==> src/rtl/audio_pkg.sv <==
// Shared types and helpers for the audio level meter: I2S receive states,
// level word field positions and the saturating magnitude used by the peak tracker.
package audio_pkg;

  typedef enum logic [1:0] {
    IDLE  = 2'd0,
    SKIP  = 2'd1,
    SHIFT = 2'd2,
    DONE  = 2'd3
  } i2s_state_e;

  localparam int LVL_PEAK_LSB = 0;
  localparam int LVL_PEAK_W   = 16;
  localparam int LVL_CNT_LSB  = 16;
  localparam int LVL_CNT_W    = 8;
  localparam int LVL_CLIP_BIT = 30;
  localparam int LVL_FERR_BIT = 31;

  // |s| for a two's complement word; -32768 folds to 32767 so the result fits 15 bits
  function automatic logic [15:0] abs_sat16(input logic [15:0] s);
    logic [15:0] r;
    if (s == 16'h8000) begin
      r = 16'h7FFF;
    end else if (s[15]) begin
      r = 16'h0000 - s;
    end else begin
      r = s;
    end
    return r;
  endfunction

endpackage

==> src/rtl/sync_edge.sv <==
// Two-flop synchroniser for an asynchronous codec pin, followed by a registered
// copy so rising/falling edges are seen as a one-cycle compare of stable flops.
module sync_edge (
  input  logic clk,
  input  logic reset,
  input  logic async_i,
  output logic rise_o,
  output logic fall_o
);

  logic meta_q;
  logic sync_q;
  logic prev_q;

  // synchroniser chain plus one-cycle history for edge compare
  always_ff @(posedge clk) begin
    if (reset) begin
      meta_q <= 1'b0;
      sync_q <= 1'b0;
      prev_q <= 1'b0;
    end else begin
      meta_q <= async_i;
      sync_q <= meta_q;
      prev_q <= sync_q;
    end
  end

  assign rise_o = sync_q & ~prev_q;
  assign fall_o = ~sync_q & prev_q;

endmodule

==> src/rtl/audio_level_meter.sv <==
// I2S ADC front end: captures left-channel words from the codec stream, tracks a
// decaying peak and publishes a 32-bit level word for software polling.
module audio_level_meter
  import audio_pkg::*;
#(
  parameter int DATA_WIDTH  = 16,
  parameter int WINDOW_LOG2 = 10,
  parameter int DECAY_SHIFT = 4
) (
  input  logic                  clk,
  input  logic                  reset,
  input  logic                  adc_bclk,
  input  logic                  adc_lrck,
  input  logic                  adc_dat,
  input  logic                  clear_flags,
  output logic [DATA_WIDTH-1:0] sample_left,
  output logic                  sample_valid,
  output logic [31:0]           level_export
);

  localparam int CNT_W = $clog2(DATA_WIDTH);

  logic bclk_rise_s;
  logic bclk_fall_unused_s;
  logic lrck_rise_s;
  logic lrck_fall_s;
  logic dat_meta_q;
  logic dat_sync_q;

  i2s_state_e            state_q, state_d;
  logic [CNT_W-1:0]      bitcnt_q, bitcnt_d;
  logic [DATA_WIDTH-1:0] shift_q, shift_d;
  logic                  capture_s;
  logic                  abort_s;
  logic [DATA_WIDTH-1:0] sample_left_q;
  logic                  sample_valid_q;

  logic [15:0]            peak_q, peak_d;
  logic [15:0]            abs_s;
  logic [15:0]            decayed_s;
  logic [WINDOW_LOG2-1:0] win_q;
  logic                   wrap_s;
  logic [15:0]            lvl_peak_q;
  logic [7:0]             lvl_cnt_q;
  logic                   clip_set_s;
  logic                   clip_q;
  logic                   ferr_q;

  sync_edge u_bclk_sync (
    .clk    (clk),
    .reset  (reset),
    .async_i(adc_bclk),
    .rise_o (bclk_rise_s),
    .fall_o (bclk_fall_unused_s)
  );

  sync_edge u_lrck_sync (
    .clk    (clk),
    .reset  (reset),
    .async_i(adc_lrck),
    .rise_o (lrck_rise_s),
    .fall_o (lrck_fall_s)
  );

  // data only needs to line up with the synchronised BCLK, so no edge stage
  always_ff @(posedge clk) begin
    if (reset) begin
      dat_meta_q <= 1'b0;
      dat_sync_q <= 1'b0;
    end else begin
      dat_meta_q <= adc_dat;
      dat_sync_q <= dat_meta_q;
    end
  end

  // I2S receive next-state; an LRCK edge always outranks a coincident BCLK rise
  always_comb begin
    state_d   = state_q;
    bitcnt_d  = bitcnt_q;
    shift_d   = shift_q;
    capture_s = 1'b0;
    abort_s   = 1'b0;
    case (state_q)
      IDLE: begin
        if (lrck_fall_s) begin
          state_d  = bclk_rise_s ? SHIFT : SKIP;
          bitcnt_d = '0;
        end else begin
          state_d = IDLE;
        end
      end
      SKIP, SHIFT: begin
        if (lrck_fall_s || lrck_rise_s) begin
          abort_s  = 1'b1;
          bitcnt_d = '0;
          if (lrck_fall_s) begin
            state_d = bclk_rise_s ? SHIFT : SKIP;
          end else begin
            state_d = IDLE;
          end
        end else if (bclk_rise_s) begin
          if (state_q == SKIP) begin
            state_d  = SHIFT;
            bitcnt_d = '0;
          end else begin
            shift_d = {shift_q[DATA_WIDTH-2:0], dat_sync_q};
            if (bitcnt_q == CNT_W'(DATA_WIDTH - 1)) begin
              capture_s = 1'b1;
              state_d   = DONE;
            end else begin
              bitcnt_d = bitcnt_q + CNT_W'(1);
            end
          end
        end else begin
          state_d = state_q;
        end
      end
      DONE: begin
        if (lrck_rise_s) begin
          state_d = IDLE;
        end else begin
          state_d = DONE;
        end
      end
      default: state_d = IDLE;
    endcase
  end

  // receiver state, shift register and the published sample
  always_ff @(posedge clk) begin
    if (reset) begin
      state_q        <= IDLE;
      bitcnt_q       <= '0;
      shift_q        <= '0;
      sample_left_q  <= '0;
      sample_valid_q <= 1'b0;
    end else begin
      state_q        <= state_d;
      bitcnt_q       <= bitcnt_d;
      shift_q        <= shift_d;
      sample_valid_q <= capture_s;
      if (capture_s) begin
        sample_left_q <= shift_d;
      end
    end
  end

  // the decay subtract cannot underflow because peak>>DECAY_SHIFT <= peak
  always_comb begin
    abs_s      = abs_sat16(sample_left_q);
    decayed_s  = peak_q - (peak_q >> DECAY_SHIFT);
    peak_d     = peak_q;
    clip_set_s = 1'b0;
    wrap_s     = 1'b0;
    if (sample_valid_q) begin
      peak_d     = (abs_s > decayed_s) ? abs_s : decayed_s;
      clip_set_s = (sample_left_q == 16'h7FFF) || (sample_left_q == 16'h8000);
      wrap_s     = (win_q == {WINDOW_LOG2{1'b1}});
    end else begin
      peak_d = peak_q;
    end
  end

  // peak tracker, window bookkeeping and sticky flags (set outranks clear)
  always_ff @(posedge clk) begin
    if (reset) begin
      peak_q     <= '0;
      win_q      <= '0;
      lvl_peak_q <= '0;
      lvl_cnt_q  <= '0;
      clip_q     <= 1'b0;
      ferr_q     <= 1'b0;
    end else begin
      peak_q <= peak_d;
      if (sample_valid_q) begin
        win_q <= win_q + WINDOW_LOG2'(1);
      end
      if (wrap_s) begin
        lvl_peak_q <= peak_d;
        lvl_cnt_q  <= lvl_cnt_q + 8'd1;
      end
      if (clip_set_s) begin
        clip_q <= 1'b1;
      end else if (clear_flags) begin
        clip_q <= 1'b0;
      end
      if (abort_s) begin
        ferr_q <= 1'b1;
      end else if (clear_flags) begin
        ferr_q <= 1'b0;
      end
    end
  end

  // level word assembled from registered fields only
  always_comb begin
    level_export                                 = 32'h0000_0000;
    level_export[LVL_PEAK_LSB +: LVL_PEAK_W]     = lvl_peak_q;
    level_export[LVL_CNT_LSB +: LVL_CNT_W]       = lvl_cnt_q;
    level_export[LVL_CLIP_BIT]                   = clip_q;
    level_export[LVL_FERR_BIT]                   = ferr_q;
  end

  assign sample_left  = sample_left_q;
  assign sample_valid = sample_valid_q;

endmodule

==> config.mk <==
export PLATFORM = sky130hd
export DESIGN_NAME = audio_level_meter
export DESIGN_NICKNAME = d
export VERILOG_FILES = /design/src/rtl/audio_pkg.sv /design/src/rtl/sync_edge.sv /design/src/rtl/audio_level_meter.sv
export SDC_FILE = /design/constraint.sdc
export NUM_CORES = 1
export LEC_CHECK = 0
export BUFFER_PORTS_ARGS = -buffer_cell sky130_fd_sc_hd__buf_2
export CAP_MARGIN = 20
export CORE_UTILIZATION = 60
export DETAILED_ROUTE_END_ITERATION = 6
export PLACE_DENSITY = 0.81
export SYNTH_ARGS = -nofsm -noshare
export SYNTH_HDL_FRONTEND = slang
export SYNTH_HIERARCHICAL = 1
export SYNTH_SLANG_ARGS = --single-unit
==> constraint.sdc <==
create_clock -name clk -period 6.8 [get_ports clk]
set_input_delay 0.68 -clock clk [delete_from_list [all_inputs] [get_ports clk]]
set_output_delay 0.68 -clock clk [all_outputs]
set_load 0.02 [all_outputs]
==> results of run 1 <==
-- metal layers --
metal	share of wire (%)	track usage, %	vias up
met5	0	0	-
met4	2.4	10.7	0
met3	5.2	5.65	25
met2	47	44.5	141
met1	46	35.6	2289
li1	-	-	2499
-- worst min-delay path by stage --
stage	startpoint	to	slack (ns)	depth (start not counted)
floorplan	dat_meta_q	dat_sync_q	0.41	1
finish	u_lrck_sync/meta_q	u_lrck_sync/sync_q	0.45	1
detailed placement	u_lrck_sync/meta_q	u_lrck_sync/sync_q	0.43	1
global route	u_lrck_sync/meta_q	u_lrck_sync/sync_q	0.48	1
CTS	u_lrck_sync/meta_q	u_lrck_sync/sync_q	0.45	1
global placement	u_lrck_sync/meta_q	u_lrck_sync/sync_q	0.43	1
-- flip-flops by register name, summed over array words and instances (netlist names), 2 cells and up --
| signal | cells |
|---|---|
| bitcnt_q | 4 |
| lvl_cnt_q | 8 |
| lvl_peak_q | 16 |
| peak_q | 16 |
| sample_left | 16 |
| shift_q | 15 |
| state_q | 2 |
| win_q | 10 |
-- power groups by stage --
stage	sequential (uW)	clock, uW	combinational [uW]
floorplan	600	0	78.4
global placement	601	0	88.9
detailed placement	602	0	92.4
CTS	589	365	93.0
global route	590	392	108
finish	589	359	93.2
-- placed cells by master, fill, tap and decap left out, types with 3 or more instances in the layout --
cell type	count
a211oi_1	19
a21oi_1	60
a31oi_1	8
and3_1	8
and4_1	5
buf_2	48
clkbuf_8	9
conb_1	6
dfxtp_1	98
ha_1	37
inv_1	32
mux2i_1	5
nand2_1	98
nand2b_1	3
nand3_1	18
nand3b_1	5
nand4_1	12
nor2_1	80
nor2b_1	18
nor3_1	20
o211a_1	5
o211ai_1	3
o21a_1	9
o21ai_0	22
o31a_1	6
o31ai_1	5
or2_2	6
or3_1	8
xnor2_1	15
xor2_1	13
-- area by class of cell --
type                    count  area, um2
multi-input cells         537       3310
fillers                   757       2880
flip-flops and latches     98       1960
repair buffers             50        255
well taps                 108        135
clock buffers               9        124
inverters                  32        120
clock inverters             7       58.8
-- through the flow --
stage | setup slack (ns) | hold WS (ns) | cell area [um2] | cells | util (%)
after global placement | 2.11 | 0.430 | 5780 | 825 | 65.4
after CTS | 1.84 | 0.450 | 5970 | 841 | 67.4
final | 1.82 | 0.453 | 5970 | 841 | 67.4
after detailed placement | 1.89 | 0.428 | 5780 | 825 | 65.4
after global routing | 1.53 | 0.477 | 5970 | 841 | 67.4
after floorplan | 2.71 | 0.414 | 5590 | 705 | -
==> metrics.md, run 1 <==
| Metric | Value |
|---|---|
| Status | finished, violations left |
| Violated checks | design-rule violations |
| WL/cell | 15.1 um |
| Worst path depth | 15 |
| Initial Util | 63.0% |
| First-pass GRT wire length | 21600 um |
| Final hold violation count | 0 |
| CP Launch Point | peak_q[5] |
| Max cap viols | 0 |
| Slowest CP cell | nor2_1 |
| Crit Reg-Reg Endpoint | lvl_peak_q[15] |
| Aggregate global routing overflow | 0 |
| Worst-path cell chain | inv_1 > ha_1 > nor2b_1 > o31a_1 > o31a_1 > o21a_1 > a2111oi_2 > a311oi_1 > ha_1 > nand4_1 > or4_4 > o211a_1 > nor2_1 > nor2_1 > a2111oi_1 |
| Pwr dens | 174 nW/um2 |
| Antenna Nets Post-Route | 0 |
| Postcts setup bufs | 0 |
| CP Buf/Inv Count | 1 |
| Synthesized area | 5570 um2 |
| Final wirelength | 12700 um |
| Setup TNS Final | 0 ns |
| Setup violations, final | 0 |
| Largest net degree at the start of global routing | 101 |
| Clock share of power | 34.5% |
| Vias | 4954 |
| Global-route usage over all layers | 27.4% |
| R2r startpoint | peak_q[5] |
| DRC | 2 |
| Maximum clock path buffer count | 2 |
| P&R area growth vs syn | 7.12% |
| Initial antenna violation count | 0 |
| Core box area | 8850 um2 |
| ANT cells | 0 |
| Max frequency | 201 MHz |
| Final min period | 4.98 ns |
| VDD IR max | 0.122 mV |
| Sw Ratio | 27.9% |
| CP Capture Point | lvl_peak_q[15] |
| Fin. max-slew vios | 0 |
| CTS tree | yes |
| Crit path arrival time | 5.23 ns |
| Share of layout cells above drive strength 1 | 11.9% |
| TritonCTS buffer count | 9 |
| Top Family by Delay on Critical Path | compound AO/OA/AOI/OAI gates |
| R2R Setup Slk | 1.82 ns |
| Largest stage delay on the critical path | 0.69 ns |
| Hold-fix buffers at CTS | 0 |
| Reg2Reg Depth | 15 |
| Clk_lat worst skew | 0.38 ns |
| Req. time, crit path | 7.05 ns |
| Vias in the first global route | 4635 |
| Total internal power | 751 uW |
| Logic pwr share | 9.0% |
| Number of DRC markers in iteration 0 | 295 |
| H-Tree Depth | 3 |
| DIE WIDTH | 98.4 um |
| Cell Rows | 34 |
| Headroom to the max-slew limit | 27.9% |
| Mapped Cells | 700 |
| Unrepaired setup endpoints after global routing | false |
| Detailed placement HPWL | 9230 um |
| Port Buffers | 48 |
| CP endpoint kind | flop |
| Final layout net count | 772 |
| Sequential group share of total power | 56.6% |
| CTS resizes | 0 |
| Yosys warnings | 6 |
| Period utilization | 73.3% |
| Worst-path clk slew | 0.10 ns |
| Die area | 9670 um2 |
| Critical path launch point type | flop |
| Mean post-synth cell area | 7.96 um2 |
| Pwr Total | 1040 uW |
| Sw Pwr | 290 uW |
| CTS Sinks | 98 |
| DR pass1 iterations | 7 |
| Io pins | 55 |
| Slew @ Worst Pin | 1.08 ns |
| Leak | 0.00244 uW |
| Clock Skew | 0.00975 ns |
| HP Class | flop to flop |
| Clock Root Buffer | clkbuf_8 |
| Critical path class | flop to flop |
| CP max FO | 12 |
| Vias per cell | 5.89 |
| Die Ht | 98.4 um |
| GPL Wtd Cong | 0.948 |
(Power assumes the default switching activity.)
==> run 2, diff against run 1 <==
==> constraint.sdc (replaced) <==
create_clock -name clk -period 5.1 [get_ports clk]
set_input_delay 0.51 -clock clk [delete_from_list [all_inputs] [get_ports clk]]
set_output_delay 0.51 -clock clk [all_outputs]
set_load 0.02 [all_outputs]
==> metrics.md, run 2 (synthesis results as in run 1) <==
| Metric | Value |
|---|---|
| CTS resizes | 0 (unchanged) |
| Max cap viols | 0 (unchanged) |
| Share of layout cells above drive strength 1 | 12.3% (+0.48 points) |
| Final min period | 4.64 ns (-0.344 ns) |
| Pwr Total | 1410 uW (+36%) |
| Critical path launch point type | flop |
| Die Ht | 98.4 um (unchanged) |
| ANT cells | 0 (unchanged) |
| Total internal power | 1040 uW (+39%) |
| Top Family by Delay on Critical Path | compound AO/OA/AOI/OAI gates |
| Logic pwr share | 9.2% (+0.2 points) |
| Final wirelength | 13200 um (+4.3%) |
| Layout Utilization | 68.1% (+0.66 points) |
| Maximum clock path buffer count | 2 (unchanged) |
| Sequential group share of total power | 55.6% (-1.0 points) |
| P&R area growth vs syn | 8.18% |
| GPL Wtd Cong | 0.945 (-0.31%) |
| Pwr dens | 234 nW/um2 (+34%) |
| Vias in the first global route | 4883 (+5.4%) |
| CP Buf/Inv Count | 2 (+1) |
| Antenna Nets Post-Route | 0 (unchanged) |
| Clk_lat worst skew | 0.36 ns (-0.02 ns) |
| Leak | 0.00247 uW (+1.2%) |
| DRC | 0 (-2) |
| Global-route usage over all layers | 28.4% (+1.0 points) |
| CP max FO | 11 (-1) |
| Commonest cells after routing, fill and taps aside | nand2_1, dfxtp_1, nor2_1, a21oi_1, buf_2 |
| Final hold violation count | 0 (unchanged) |
| H-Tree Depth | 3 (unchanged) |
| Clock Skew | 0.0140 ns (+0.00425 ns) |
| Headroom to the max-slew limit | 59.8% (+32 points) |
| Largest net degree at the start of global routing | 62 (-39%) |
| Max frequency | 216 MHz (+7.4%) |
| Reg2Reg Depth | 16 (+1) |
| Detailed placement HPWL | 9730 um (+5.5%) |
| Hold Slack | 0.362 ns (-0.0903 ns) |
| Port Buffers | 48 (unchanged) |
| Initial antenna violation count | 0 (unchanged) |
| Vias | 5135 (+3.7%) |
| CTS tree | yes |
| Hold-fix buffers at CTS | 0 (unchanged) |
| Postcts setup bufs | 0 (unchanged) |
| Crit Reg-Reg Endpoint | lvl_peak_q[15] |
| R2R Setup Slk | 0.46 ns (-1.36 ns) |
| Fin. max-slew vios | 0 (unchanged) |
| WL/cell | 15.6 um (+3.8%) |
| VDD IR max | 0.183 mV (+49%) |
| Setup TNS Final | 0 ns (unchanged) |
| Slew @ Worst Pin | 0.601 ns (-0.477 ns) |
| First-pass GRT wire length | 22600 um (+4.8%) |
| Slowest CP cell | or4_4 |
| Die area | 9670 um2 (unchanged) |
| CP endpoint kind | flop |
| Req. time, crit path | 5.35 ns (-1.70 ns) |
| Initial Util | 63.0% (unchanged) |
| Critical path class | flop to flop |
| Sw Ratio | 26.1% (-1.7 points) |
| Setup violations, final | 0 (unchanged) |
| Vias per cell | 6.08 (+3.2%) |
| Unrepaired setup endpoints after global routing | false |
| R2r startpoint | peak_q[5] |
| Clock share of power | 35.3% (+0.8 points) |
| CP Launch Point | peak_q[5] |
| Worst-path cell chain | inv_1 > ha_1 > nor2b_1 > o31a_1 > o31a_1 > o21a_1 > a2111oi_2 > a311oi_1 > ha_1 > nand4_1 > or4_4 > o211a_1 > nor2_1 > buf_4 > nor2_1 > a2111oi_1 |
| Largest stage delay on the critical path | 0.57 ns (-0.12 ns) |
| Finished Layout Cells | 845 (+0.48%) |
| Core box area | 8850 um2 (unchanged) |
| Io pins | 55 (unchanged) |
| DIE WIDTH | 98.4 um (unchanged) |
| TritonCTS buffer count | 9 (unchanged) |
| Sw Pwr | 369 uW (+27%) |
| Post-Place Cells | 828 (+0.36%) |
| Worst path depth | 16 (+1) |
| Final layout net count | 777 (+0.65%) |
| DR pass1 iterations | 7 (unchanged) |
| Period utilization | 90.9% (+18 points) |
| Crit path arrival time | 4.89 ns (-0.34 ns) |
| Worst-path clk slew | 0.10 ns (about the same) |
| CTS Sinks | 98 (unchanged) |
| Cell Rows | 34 (unchanged) |
| Status | finished, final reports clean |
| HP Class | input port to flop |
| Clock Root Buffer | clkbuf_8 |
| CP Capture Point | lvl_peak_q[15] |
| Number of DRC markers in iteration 0 | 288 (-2.4%) |
| Aggregate global routing overflow | 0 (unchanged) |
[run 2: cell type report]
| cell class | instances | area (um2) |
|---|---|---|
| clock inverter | 6 | 67.6 |
| clock buffer | 9 | 124 |
| sequential | 98 | 1960 |
| timing repair buffer | 55 | 305 |
| fill | 726 | 2820 |
| tap | 108 | 135 |
| inverter | 32 | 120 |
| multi-input combinational | 537 | 3310 |
[run 2: stage by stage]
stage / instance area, um2 / setup slack [ns]
after floorplan: 5590 / 1.01
after global placement: 5810 / 0.720
after detailed placement: 5810 / 0.549
after CTS: 6000 / 0.523
after global routing: 6030 / 0.267
final: 6030 / 0.462
[run 2: routing by layer]
metal	global-route usage, %	vias up	part of all wire [%]	wire length, um
li1	-	2513	-	-
met5	0	-	0	0
met3	5.44	45	6.6	868
met2	46.9	197	47	6270
met1	36.9	2380	43	5700
met4	10.6	0	2.8	376
[run 2: worst min path at each step]
stage	from	endpoint	slack, ns	cells after the start
floorplan	dat_meta_q	dat_sync_q	0.41	1
global placement	u_lrck_sync/meta_q	u_lrck_sync/sync_q	0.43	1
detailed placement	u_lrck_sync/meta_q	u_lrck_sync/sync_q	0.42	1
CTS	adc_dat	dat_meta_q	0.36	2
global route	adc_dat	dat_meta_q	0.37	2
finish	adc_dat	dat_meta_q	0.36	2
[run 2: power by group through the flow]
| stage | Sequential, uW | Combinational (uW) | Clock, uW |
|---|---|---|---|
| after floorplan | 801 | 105 | 0 |
| after global placement | 802 | 119 | 0 |
| after detailed placement | 803 | 126 | 0 |
| after CTS | 785 | 127 | 508 |
| after global routing | 787 | 145 | 532 |
| final | 785 | 129 | 498 |
==> run 3, diff against run 2 <==
--- a/config.mk
+++ b/config.mk
@@ -5,11 +5,13 @@
 export SDC_FILE = /design/constraint.sdc
 export NUM_CORES = 1
 export LEC_CHECK = 0
-export BUFFER_PORTS_ARGS = -buffer_cell sky130_fd_sc_hd__buf_2
 export CAP_MARGIN = 20
 export CORE_UTILIZATION = 60
+export CTS_CLUSTER_DIAMETER = 40
 export DETAILED_ROUTE_END_ITERATION = 6
-export PLACE_DENSITY = 0.81
+export DONT_BUFFER_PORTS = 1
+export PLACE_DENSITY = 0.76
+export REMOVE_ABC_BUFFERS = 1
 export SYNTH_ARGS = -nofsm -noshare
 export SYNTH_HDL_FRONTEND = slang
 export SYNTH_HIERARCHICAL = 1
==> metrics.md, run 3 (synthesis results as in run 1) <==
| Metric | Value |
|---|---|
| Critical path launch point type | flop |
| Vias in the first global route | 4618 (-5.4%) |
| GRT met3 Usage | 5.51% (+0.072 points) |
| Die area | 9670 um2 (unchanged) |
| Initial antenna violation count | 0 (unchanged) |
| Worst slack, placed | 0.407 ns (-0.142 ns) |
| Antenna Nets Post-Route | 0 (unchanged) |
| Vias per cell | 6.07 (-0.19%) |
| Max frequency | 207 MHz (-3.8%) |
| R2r startpoint | peak_q[5] |
| CP max FO | 11 (unchanged) |
| Largest stage delay on the critical path | 0.57 ns (about the same) |
| Pwr Total | 1400 uW (-0.61%) |
| Pwr dens | 244 nW/um2 (+4.0%) |
| Global-route usage over all layers | 26.3% (-2.1 points) |
| Clock Skew | 0.0125 ns (-0.00147 ns) |
| Detailed placement HPWL | 8910 um (-8.5%) |
| DIE WIDTH | 98.4 um (unchanged) |
| Worst-path clk slew | 0.10 ns (about the same) |
| Commonest cells after routing, fill and taps aside | nand2_1, dfxtp_1, nor2_1, a21oi_1, ha_1 |
| Largest net degree at the start of global routing | 101 (+63%) |
| Top Family by Delay on Critical Path | compound AO/OA/AOI/OAI gates |
| Die Ht | 98.4 um (unchanged) |
| TritonCTS buffer count | 9 (unchanged) |
| Slew @ Worst Pin | 1.06 ns (+0.461 ns) |
| Logic pwr share | 7.8% (-1.4 points) |
| CTS tree | yes |
| R2R Setup Slk | 0.28 ns (-0.18 ns) |
| Sw Pwr | 359 uW (-2.8%) |
| Hold path cells | 1 (-1) |
| Maximum clock path buffer count | 2 (unchanged) |
| Hold-fix buffers at CTS | 0 (unchanged) |
| H-Tree Depth | 3 (unchanged) |
| Final wirelength | 12300 um (-6.7%) |
| First-pass GRT wire length | 21000 um (-7.3%) |
| Critical path class | flop to flop |
| Slowest CP cell | or4_4 |
| Final worst slack | 0.278 ns (-0.183 ns) |
| Aggregate global routing overflow | 0 (unchanged) |
| Met2 GRT Util | 44.2% (-2.7 points) |
| Clk_lat worst skew | 0.36 ns (about the same) |
| Clock Root Buffer | clkbuf_8 |
| Vias | 4828 (-6.0%) |
| Req. time, crit path | 5.31 ns (-0.04 ns) |
| CP endpoint kind | flop |
| Violated checks | design-rule violations |
| HP Start | reset |
| P&R area growth vs syn | 3.39% |
| Top Usage Layer GRT | met2 |
| Reg2Reg Depth | 16 (unchanged) |
| Sequential group share of total power | 56.0% (+0.4 points) |
| Share of layout cells above drive strength 1 | 5.81% (-6.5 points) |
| Period utilization | 94.5% (+3.6 points) |
| Hold EP | win_q[4] |
| Core box area | 8850 um2 (unchanged) |
| Setup TNS Final | 0 ns (unchanged) |
| DR pass1 iterations | 7 (unchanged) |
| VDD IR max | 0.155 mV (-15%) |
| Postcts setup bufs | 0 (unchanged) |
| Port Buffers | 0 (-100%) |
| ANT cells | 0 (unchanged) |
| Met1 Usage GRT | 34.1% (-2.9 points) |
| Setup violations, final | 0 (unchanged) |
| Unrepaired setup endpoints after global routing | false |
| Crit Reg-Reg Endpoint | lvl_peak_q[15] |
| Sw Ratio | 25.6% (-0.57 points) |
| Total internal power | 1050 uW (+0.16%) |
| Status | finished, violations left |
| Final layout net count | 727 (-6.4%) |
| Initial Util | 63.0% (unchanged) |
| Headroom to the max-slew limit | 28.9% (-31 points) |
| WL/cell | 15.5 um (-1.0%) |
| Final min period | 4.82 ns (+0.183 ns) |
| Clock share of power | 36.2% (+0.9 points) |
| Max cap viols | 0 (unchanged) |
| GPL Wtd Cong | 0.967 (+2.3%) |
| Cell Rows | 34 (unchanged) |
| CTS resizes | 0 (unchanged) |
| Final hold violation count | 0 (unchanged) |
| CP Buf/Inv Count | 2 (unchanged) |
| HP Class | input port to flop |
| Fin. max-slew vios | 0 (unchanged) |
| Io pins | 55 (unchanged) |
| CTS Sinks | 98 (unchanged) |
| Crit path arrival time | 5.03 ns (+0.14 ns) |
| Worst-path cell chain | inv_1 > ha_1 > nor2b_1 > o31a_1 > o31a_1 > o21a_1 > a2111oi_2 > a311oi_1 > ha_1 > nand4_1 > or4_4 > o211a_1 > nor2_1 > buf_4 > nor2_1 > a2111oi_1 |
| DRC | 2 (+2) |
| Number of DRC markers in iteration 0 | 247 (-14%) |
| Leak | 0.00220 uW (-11%) |
## run 3: power by group through the flow
stage                     Clock, uW  Sequential [uW]  Combinational [uW]
after global routing            547              787                 126
after global placement            0              803                 103
final                           508              786                 110
after floorplan                   0              802                88.9
after CTS                       517              786                 108
after detailed placement          0              804                 108
## run 3: how the worst max path moves through the flow
stage | start | endpoint | slack (ns) | cells past startpoint
2_1_floorplan | peak_q[5] | lvl_peak_q[15] | 0.81 | 15
3_3_place_gp | peak_q[5] | lvl_peak_q[15] | 0.69 | 16
3_5_place_dp | peak_q[5] | lvl_peak_q[15] | 0.41 | 16
4_1_cts | peak_q[5] | lvl_peak_q[15] | 0.37 | 16
5_1_grt | peak_q[5] | lvl_peak_q[15] | 0.002 | 16
6_report | peak_q[5] | lvl_peak_q[15] | 0.28 | 16
## run 3: layer usage
layer | vias to the layer above | routed length (um)
met4 | 0 | 202
met2 | 126 | 5810
met3 | 18 | 645
met1 | 2275 | 5660
li1 | 2409 | -
met5 | - | 0
## run 3: cell type report
class                      instances  area, um2
multi-input combinational        537       3310
fill                             778       3090
sequential                        98       1960
tap                              108        135
clock buffer                      11        131
inverter                          32        120
clock inverter                     5       61.3
timing repair buffer               5       37.5
## run 3: metrics by stage
stage                     hold WS (ns)  cell area, um2  utilization (%)  instances
after floorplan                  0.414            5390                -        667
after global placement           0.418            5570             62.9        780
after detailed placement         0.422            5570             62.9        780
after CTS                        0.200            5760             65.1        796
after global routing             0.184            5760             65.1        796
final                            0.216            5760             65.1        796
